===== src/rtl/memory_access_unit.sv =====
// memory_access_unit: M-stage load/store engine that turns one memory
// instruction into one or two bus beats, aligns store data into byte lanes,
// right-justifies load data and reports bus timeouts as access faults.
// Data width comes from `BIT_COUNT (32 or 64, default 32).
// Optional feature macro: MISALIGNED_ACCESS_EN. When defined, misaligned
// accesses complete (two beats if they straddle a bus word). When undefined,
// they fault immediately without touching the bus.

`ifndef BIT_COUNT
`define BIT_COUNT 32
`endif

module memory_access_unit #(
  parameter int MAX_WAIT = 255
) (
  input  logic                    clk,
  input  logic                    reset,
  input  logic                    MemEn,
  input  logic                    MemWrite,
  input  logic [1:0]              MemSize,
  input  logic [`BIT_COUNT-1:0]   Address,
  input  logic [`BIT_COUNT-1:0]   StoreData,
  output logic                    StallM,
  output logic [`BIT_COUNT-1:0]   LoadData,
  output logic                    LoadValid,
  output logic                    AccessFault,
  output logic                    BusReq,
  output logic                    BusWe,
  output logic [`BIT_COUNT-1:0]   BusAddr,
  output logic [`BIT_COUNT-1:0]   BusWData,
  output logic [`BIT_COUNT/8-1:0] BusByteEn,
  input  logic                    BusAck,
  input  logic [`BIT_COUNT-1:0]   BusRData
);

  localparam int XLEN  = `BIT_COUNT;
  localparam int BYTES = XLEN / 8;
  localparam int OFFW  = $clog2(BYTES);
  localparam int CNTW  = $clog2(MAX_WAIT + 1);

  typedef enum logic [1:0] {IDLE, BEAT1, BEAT2, DONE} state_t;

  state_t            state_q, state_d;
  logic              write_q, write_d;
  logic [1:0]        size_q, size_d;
  logic [XLEN-1:0]   addr_q, addr_d;
  logic [XLEN-1:0]   sdata_q, sdata_d;
  logic              fault_q, fault_d;
  logic [CNTW-1:0]   waitCnt_q, waitCnt_d;
  logic [XLEN-1:0]   partial_q, partial_d;
  logic [XLEN-1:0]   loadData_q, loadData_d;
  logic [XLEN-1:0]   busAddr_q, busAddr_d;
  logic [XLEN-1:0]   busWData_q, busWData_d;
  logic [BYTES-1:0]  busByteEn_q, busByteEn_d;
  logic              busWe_q, busWe_d;

  logic              idle;
  logic [1:0]        curSize;
  logic [XLEN-1:0]   curAddr;
  logic [XLEN-1:0]   curData;
  logic [OFFW-1:0]   off;
  logic [OFFW+2:0]   loShift;
  logic [OFFW+3:0]   hiShift;
  logic [2*BYTES-1:0] sizeMask;
  logic [2*BYTES-1:0] laneMask;
  logic [XLEN-1:0]   dataMask;
  logic              split;
  logic              illegalSize;
  logic              earlyFault;

  // Lane/shift geometry: from the live request while idle, from the latched request afterwards.
  always_comb begin
    idle     = (state_q == IDLE);
    curSize  = idle ? MemSize   : size_q;
    curAddr  = idle ? Address   : addr_q;
    curData  = idle ? StoreData : sdata_q;
    off      = curAddr[OFFW-1:0];
    loShift  = {off, 3'b000};
    hiShift  = {(OFFW+1)'(BYTES) - {1'b0, off}, 3'b000};
    case (curSize)
      2'd0:    sizeMask = (2*BYTES)'(1);
      2'd1:    sizeMask = (2*BYTES)'(3);
      2'd2:    sizeMask = (2*BYTES)'(15);
      default: sizeMask = (2*BYTES)'(255);
    endcase
    laneMask = sizeMask << off;
    split    = |laneMask[2*BYTES-1:BYTES];
    dataMask = '0;
    for (int i = 0; i < BYTES; i++) begin
      dataMask[i*8 +: 8] = {8{sizeMask[i]}};
    end
    illegalSize = (XLEN == 32) && (curSize == 2'd3);
  end

`ifdef MISALIGNED_ACCESS_EN
  assign earlyFault = illegalSize;
`else
  logic misAligned;

  // An access is misaligned when any offset bit below its size is set.
  always_comb begin
    misAligned = 1'b0;
    for (int i = 0; i < OFFW; i++) begin
      if (sizeMask[(2 << i) - 1] && off[i]) misAligned = 1'b1;
    end
  end

  assign earlyFault = illegalSize | misAligned;
`endif

  // Next-state, datapath updates and the combinational handshake outputs.
  always_comb begin
    state_d     = state_q;
    write_d     = write_q;
    size_d      = size_q;
    addr_d      = addr_q;
    sdata_d     = sdata_q;
    fault_d     = fault_q;
    waitCnt_d   = waitCnt_q;
    partial_d   = partial_q;
    loadData_d  = loadData_q;
    busAddr_d   = busAddr_q;
    busWData_d  = busWData_q;
    busByteEn_d = busByteEn_q;
    busWe_d     = busWe_q;
    StallM      = 1'b0;
    BusReq      = 1'b0;
    LoadValid   = 1'b0;
    AccessFault = 1'b0;
    case (state_q)
      IDLE: begin
        StallM = MemEn;
        if (MemEn) begin
          write_d   = MemWrite;
          size_d    = MemSize;
          addr_d    = Address;
          sdata_d   = StoreData;
          waitCnt_d = '0;
          if (earlyFault) begin
            fault_d    = 1'b1;
            loadData_d = '0;
            state_d    = DONE;
          end else begin
            fault_d     = 1'b0;
            busAddr_d   = {curAddr[XLEN-1:OFFW], {OFFW{1'b0}}};
            busWData_d  = curData << loShift;
            busByteEn_d = laneMask[BYTES-1:0];
            busWe_d     = MemWrite;
            state_d     = BEAT1;
          end
        end
      end
      BEAT1: begin
        StallM = 1'b1;
        BusReq = 1'b1;
        if (BusAck) begin
          partial_d = BusRData >> loShift;
          if (split) begin
            waitCnt_d   = '0;
            busAddr_d   = busAddr_q + XLEN'(BYTES);
            busWData_d  = sdata_q >> hiShift;
            busByteEn_d = laneMask[2*BYTES-1:BYTES];
            state_d     = BEAT2;
          end else begin
            if (!write_q) loadData_d = (BusRData >> loShift) & dataMask;
            state_d = DONE;
          end
        end else if (waitCnt_q == CNTW'(MAX_WAIT - 1)) begin
          fault_d    = 1'b1;
          loadData_d = '0;
          state_d    = DONE;
        end else begin
          waitCnt_d = waitCnt_q + 1'b1;
        end
      end
      BEAT2: begin
        StallM = 1'b1;
        BusReq = 1'b1;
        if (BusAck) begin
          if (!write_q) loadData_d = (partial_q | (BusRData << hiShift)) & dataMask;
          state_d = DONE;
        end else if (waitCnt_q == CNTW'(MAX_WAIT - 1)) begin
          fault_d    = 1'b1;
          loadData_d = '0;
          state_d    = DONE;
        end else begin
          waitCnt_d = waitCnt_q + 1'b1;
        end
      end
      DONE: begin
        LoadValid   = 1'b1;
        AccessFault = fault_q;
        busAddr_d   = '0;
        busWData_d  = '0;
        busByteEn_d = '0;
        busWe_d     = 1'b0;
        state_d     = IDLE;
      end
      default: state_d = IDLE;
    endcase
  end

  // State and datapath registers; reset abandons any transaction in flight.
  always_ff @(posedge clk) begin
    if (reset) begin
      state_q     <= IDLE;
      write_q     <= 1'b0;
      size_q      <= 2'd0;
      addr_q      <= '0;
      sdata_q     <= '0;
      fault_q     <= 1'b0;
      waitCnt_q   <= '0;
      partial_q   <= '0;
      loadData_q  <= '0;
      busAddr_q   <= '0;
      busWData_q  <= '0;
      busByteEn_q <= '0;
      busWe_q     <= 1'b0;
    end else begin
      state_q     <= state_d;
      write_q     <= write_d;
      size_q      <= size_d;
      addr_q      <= addr_d;
      sdata_q     <= sdata_d;
      fault_q     <= fault_d;
      waitCnt_q   <= waitCnt_d;
      partial_q   <= partial_d;
      loadData_q  <= loadData_d;
      busAddr_q   <= busAddr_d;
      busWData_q  <= busWData_d;
      busByteEn_q <= busByteEn_d;
      busWe_q     <= busWe_d;
    end
  end

  assign LoadData  = loadData_q;
  assign BusAddr   = busAddr_q;
  assign BusWData  = busWData_q;
  assign BusByteEn = busByteEn_q;
  assign BusWe     = busWe_q;

endmodule


===== config.mk =====
export PLATFORM = sky130hd
export DESIGN_NAME = memory_access_unit
export DESIGN_NICKNAME = d
export VERILOG_FILES = /design/src/rtl/memory_access_unit.sv
export SDC_FILE = /design/constraint.sdc
export NUM_CORES = 1
export LEC_CHECK = 0
export BUFFER_PORTS_ARGS = -buffer_cell sky130_fd_sc_hd__buf_2
export CAP_MARGIN = 15
export CORE_MARGIN = 4
export CORE_UTILIZATION = 35
export DETAILED_ROUTE_END_ITERATION = 7
export PLACE_DENSITY = 0.66
export SLEW_MARGIN = 20
export SYNTH_ARGS = -nofsm -noshare
export SYNTH_HDL_FRONTEND = slang
export SYNTH_SLANG_ARGS = --single-unit

===== constraint.sdc =====
create_clock -name clk -period 3.5 [get_ports clk]
set_input_delay 0.7 -clock clk [delete_from_list [all_inputs] [get_ports clk]]
set_output_delay 0.7 -clock clk [all_outputs]
set_load 0.005 [all_outputs]

Word-level counts from Yosys, hierarchy flattened

Index checks and enable logic that the tools add are counted.

Register bits after elaboration: 211
Bits of input ports: 103
Output and inout bits: 105

$add $sub $neg: 3
Equal/unequal tests: 19
Shift-type cells: 5
Mux-type cells: 55
Bitwise logic cells: 4
Reduce and logical (&&, ||, !) cells: 17

Operators by type and width:

| kind                  | number |
|---|---|
| $mux 32               | 18 |
| $pmux 32 s3           | 3 |
| $and 32x32->32        | 2 |
| $pmux 8 s3            | 2 |
| $mux 8                | 5 |
| $add 32x3->32 const B | 1 |
| $or 32x32->32         | 1 |
| $shl 32x5->32         | 1 |
| $shl 32x6->32         | 1 |
| $shr 32x5->32         | 1 |
| $shr 32x6->32         | 1 |
| $mux 4                | 4 |
| $mux 1                | 12 |
| $mux 2                | 6 |
| $ne 2x2->1 const B    | 6 |
| $ne 3x3->1 const B    | 4 |
| $pmux 4 s3            | 1 |
| $add 8x1->8 const B   | 1 |
| $eq 2x2->1 const B    | 4 |
| $eq 8x8->1 const B    | 1 |
| $pmux 2 s4            | 1 |
| $reduce_and 4->1      | 2 |
| $shl 8x2->8           | 1 |
| $pmux 1 s2            | 3 |
| 14 further kinds      | 21 |

Depth between registers and ports, before layout

Word-level depth: 11
Mapped depth: 16
Gate-level depth less buffers: 10

Least setup slack after synthesis

Ideal clock, no wire load.

Path kind: input port to flip-flop
Start point: input port Address[1]
End point: register loadData_q[29], in the netlist LoadData[29]
Arrival time: 3.101 ns
Data required time: 3.430 ns
Path slack: 0.328 ns
Stages on the path: 14
Buffers on the path: 6
Cells stage by stage: clkbuf_1 -> mux2_1 -> inv_1 -> buf_2 -> buf_4 -> buf_2 -> ha_1 -> clkbuf_1 -> clkbuf_1 -> nor3_1 -> mux2_2 -> a211oi_1 -> o211ai_1 -> a21oi_1

Word-level cells in the longest chain between the ends: 8

Ends and longest elaborated chain:

| what                 | RTL line | text |
|---|---|---|
| start, declared      | 21       | `` input logic [`BIT_COUNT-1:0] Address, `` |
| $mux 32 (*)          | 75       | `curAddr = idle ? Address : addr_q;` |
| $sub 3x2->3          | 79       | `hiShift = {(OFFW+1)'(BYTES) - {1'b0, off}, 3'b000};` |
| $shl 32x6->32        | 180      | `if (!write_q) loadData_d = (partial_q \| (BusRData << hiShift)) & dataMask;` |
| $or 32x32->32        | 180      |  |
| $and 32x32->32       | 180      |  |
| $mux 32              | 180      |  |
| $mux 32              | 179      | `if (BusAck) begin` |
| $pmux 32 s3          | 130      | `case (state_q)` |
| end signal, assigned | 228      | `loadData_q <= loadData_d;` |
| end, declared        | 51       | `logic [XLEN-1:0] loadData_q, loadData_d;` |

Mark *: on every way between the ends. The rest lies on a longest branch, timed or not. The select of a mux whose other input is x is not followed.
A chain may end at the register's enable or synchronous reset.

Worst setup path in the final report

Start point: register state_q[0]
End point: output port StallM

Word-level cells in the longest chain between the ends: 3

Ends and longest elaborated chain:

| what                                            | RTL line | text |
|---|---|---|
| start, declared                                 | 43       | `state_t state_q, state_d;` |
| start signal, assigned                          | 220      | `state_q <= state_d;` |
| $eq 2x2->1 / $eq 2x1->1 (equally long branches) | 130      |  |
| $reduce_or 2->1 (no source line)                | n/a      |  |
| $pmux 1 s2 (*)                                  | 130      |  |
| end, declared                                   | 23       | `output logic StallM,` |

Mark *: on every way between the ends. The rest lies on a longest branch, timed or not.

==> results.toml <==
[logic_synthesis]
syn_area_mm2 = 0.0125
async_reset_ff_share_pct = 0
yosys.area.top_type = "dfxtp_1"
synth_top_area_share_pct = 33.4
synthTopCellsByArea = "dfxtp_1 (33%), nand2_1 (8.1%), mux2i_1 (7.9%), a21oi_1 (6.9%), a211oi_1 (3.4%)"
syn_inst = 1588
yosys_warnings = 0
ys_types = 86
synth_ff_type = "dfxtp_1"
synth_edf_count = 0
syn_avg_cell_area_um2 = 7.89
ys_seq_area_share_pct = 33.4
synth_seq_cells = 209

[job]
drv_cap = 0

[cells_and_area]
fin_util_pct = 41.3
antenna_cells = 0
instances_no_fill = 2185
layout_commonest_cell = "nand2_1"
nets = 1820
drive_above_1_share_pct = 19.8
layout_common_cells = "nand2_1 (270), dfxtp_1 (209), buf_2 (204), a21oi_1 (173), mux2i_1 (99)"
synthToLayoutAreaGrowth_pct = 16.7

[critical_path]
criticalPathCategory = "reg -> out"
cp-end-kind = "output pin"
worstPathArrival_ns = 2.41
ff2ff_setup_slack_ns = 0.44
cp-start-kind = "flop"
endpoint = "StallM"
path_cells = "inv_1, ha_4, buf_4, and2_2, nor2_1, nor2_1, buf_2"
path_depth = 7
reg2regPathDepth = 9
crit_fanout = 34
path_common_cell = "nor2_1"
required_ns = 2.80
critical_path.max_stage_delay_ns = 0.55
r2r-start = "state_q[0]"
cp_num_buf_inv = 3
startpoint = "state_q[0]"
cp_top_family = "buffers and inverters"
crit_slowest_cell = "buf_4"
r2r-end = "LoadData[7]"

[floorplanning]
die_w_um = 197
rows = 69
core_area_mm2 = 0.0354
die_area_mm2 = 0.0389
die_h_um = 197
io_pins = 208
start_util_pct = 35.4

[timing]
slew-limit-headroom_pct = 42.3
worst_pin_slew_ns = 0.860
fin_skew_ns = 0.0168
finalCritPeriodShare_pct = 88.8
fin_setup_tns_ns = 0
whs_ns = 0.417
setup_viol = 0
min_period_ns = 3.11
maxSlewViolCount = 0
timing.fmax_ghz = 0.322
grt_setup_unrepaired = "false"
hold_violations = 0

[global_routing]
grt_usage_pct = 21.8
use_met3_pct = 3.99
use_met2_pct = 34.7
globalRoute.totalOverflow = 0
grtUsageMet1_pct = 30.8
antenna_found_initial = 5
grt_max_degree = 69
grt-busiest-layer = "met2"
grt_pass1_vias = 12117
grt_pass1_wl_um = 70000

[placed_design]
dp.cells = 2142
dp_hpwl_um = 31600
port_buffers = 205
gp_congestion = 0.889

[clock_tree]
cts_made_buffers = 25
cts.sinks = 209
cts_tree = "built"
insertion_delay_ns = 0.53
post_cts_buffers = 0
clock-root-buffer = "clkbuf_16"
postCtsHoldBufs = 0
clock_path_buffers = 3
path_clk_slew_ns = 0.06
cts_resized = 0
cts_max_level = 1

[power]
total_power_mw = 13.2
total_leakage_power_nw = 5.80
power_density_mw_per_mm2 = 905
peakVddDrop_mv = 0.697

[drt]
wl_um = 44900
post-route-drc-count = 0
post_drt_via_cell_ratio = 5.84
drt-initial-drc-count = 1252
wire_per_inst_um = 20.5
vias = 12767
dr.pass1.iters = 8
ant_nets = 0

[outcome]
status = "finished clean"

[min_path]
min_path_type = "in -> reg"
==> through the flow <==
step                area (um2)  setup WS [ns]
floorplan                12500          0.328
global placement         13800          0.536
detailed placement       13800          0.447
CTS                      14600          0.388
global route             14600          0.195
finish                   14600          0.392
==> layout make-up <==
class,count,area [um2]
Multi-Input combinational cell,1191,7540
Clock buffer,35,733
Fill cell,3580,20800
Sequential cell,209,4180
Inverter,43,164
Clock inverter,7,96.3
Tap cell,461,577
Timing Repair Buffer,239,1310
==> how the worst min path moves through the flow <==
| stage | startpoint | to | slack [ns] | cells after the start |
|---|---|---|---|---|
| floorplan | addr_q[10] | addr_q[10] | 0.43 | 2 |
| global placement | addr_q[25] | addr_q[25] | 0.44 | 2 |
| detailed placement | addr_q[19] | addr_q[19] | 0.45 | 2 |
| CTS | StoreData[24] | sdata_q[24] | 0.40 | 3 |
| global route | StoreData[24] | sdata_q[24] | 0.41 | 3 |
| finish | StoreData[29] | sdata_q[29] | 0.42 | 3 |
==> state kept, by name, summed over array words and instances, names as in the netlist <==
signal and count:
waitCnt_q 8, LoadData 32, partial_q 32, addr_q 32, BusWe 1, BusAddr 30
BusByteEn 4, sdata_q 32, state_q 2, BusWData 32, size_q 2, fault_q 1
write_q 1
==> layer usage <==
metal / vias to the layer above / part of all wire [%]
li1: 6113 / -
met1: 6022 / 45
met2: 540 / 45
met3: 82 / 7.4
met4: 10 / 2.3
met5: - / 0.13
==> report_power, final <==
group          internal, mW  switching [mW]  total [mW]
combinational          2.57            4.58        7.15
clock                  1.60            1.06        2.66
sequential             2.92           0.500        3.42
==> tightest hold or removal path: cells and delay by family <==
kind | cells | cell delay (ns)
buf+inv | 1 | 0.11
simple gates | 1 | 0.05
compound gates | 1 | 0.05
==> cells in the mapped netlist, drive strengths merged, types with 7 or more instances <==
master	number
and3	9
and2	7
a311oi	21
o31ai	18
dfxtp	209
clkbuf	78
o211ai	9
mux2	23
mux2i	100
mux4	7
o32ai	11
a22oi	19
a221oi	12
ha	8
o22a	7
o311ai	10
a21oi	175
o2bb2ai	22
nand2	271
nor3	22
inv	43
nor2b	15
nor2	97
a211oi	59
a31oi	31
nand4	11
o22ai	13
nand3	50
buf	68
o21ai	57
nor4	7
==> cells by family (layout without fill, tap and decap cells) <==
| kind of cell | after synthesis | in the layout | share of synthesized area [%] |
|---|---|---|---|
| xor gates and xnor gates | 2 | 2 | 0.140 |
| adders and majority gates | 8 | 8 | 0.799 |
| muxes | 130 | 130 | 11.5 |
| DFF | 209 | 209 | 33.4 |
| and+or+nand+nor | 512 | 512 | 18.3 |
| AOI/OAI and AO/OA | 537 | 537 | 29.1 |
| buffers and inverters | 189 | 324 | 6.71 |
| other | 1 | 2 | 0.0299 |
Power figures use the tool's default switching activity.
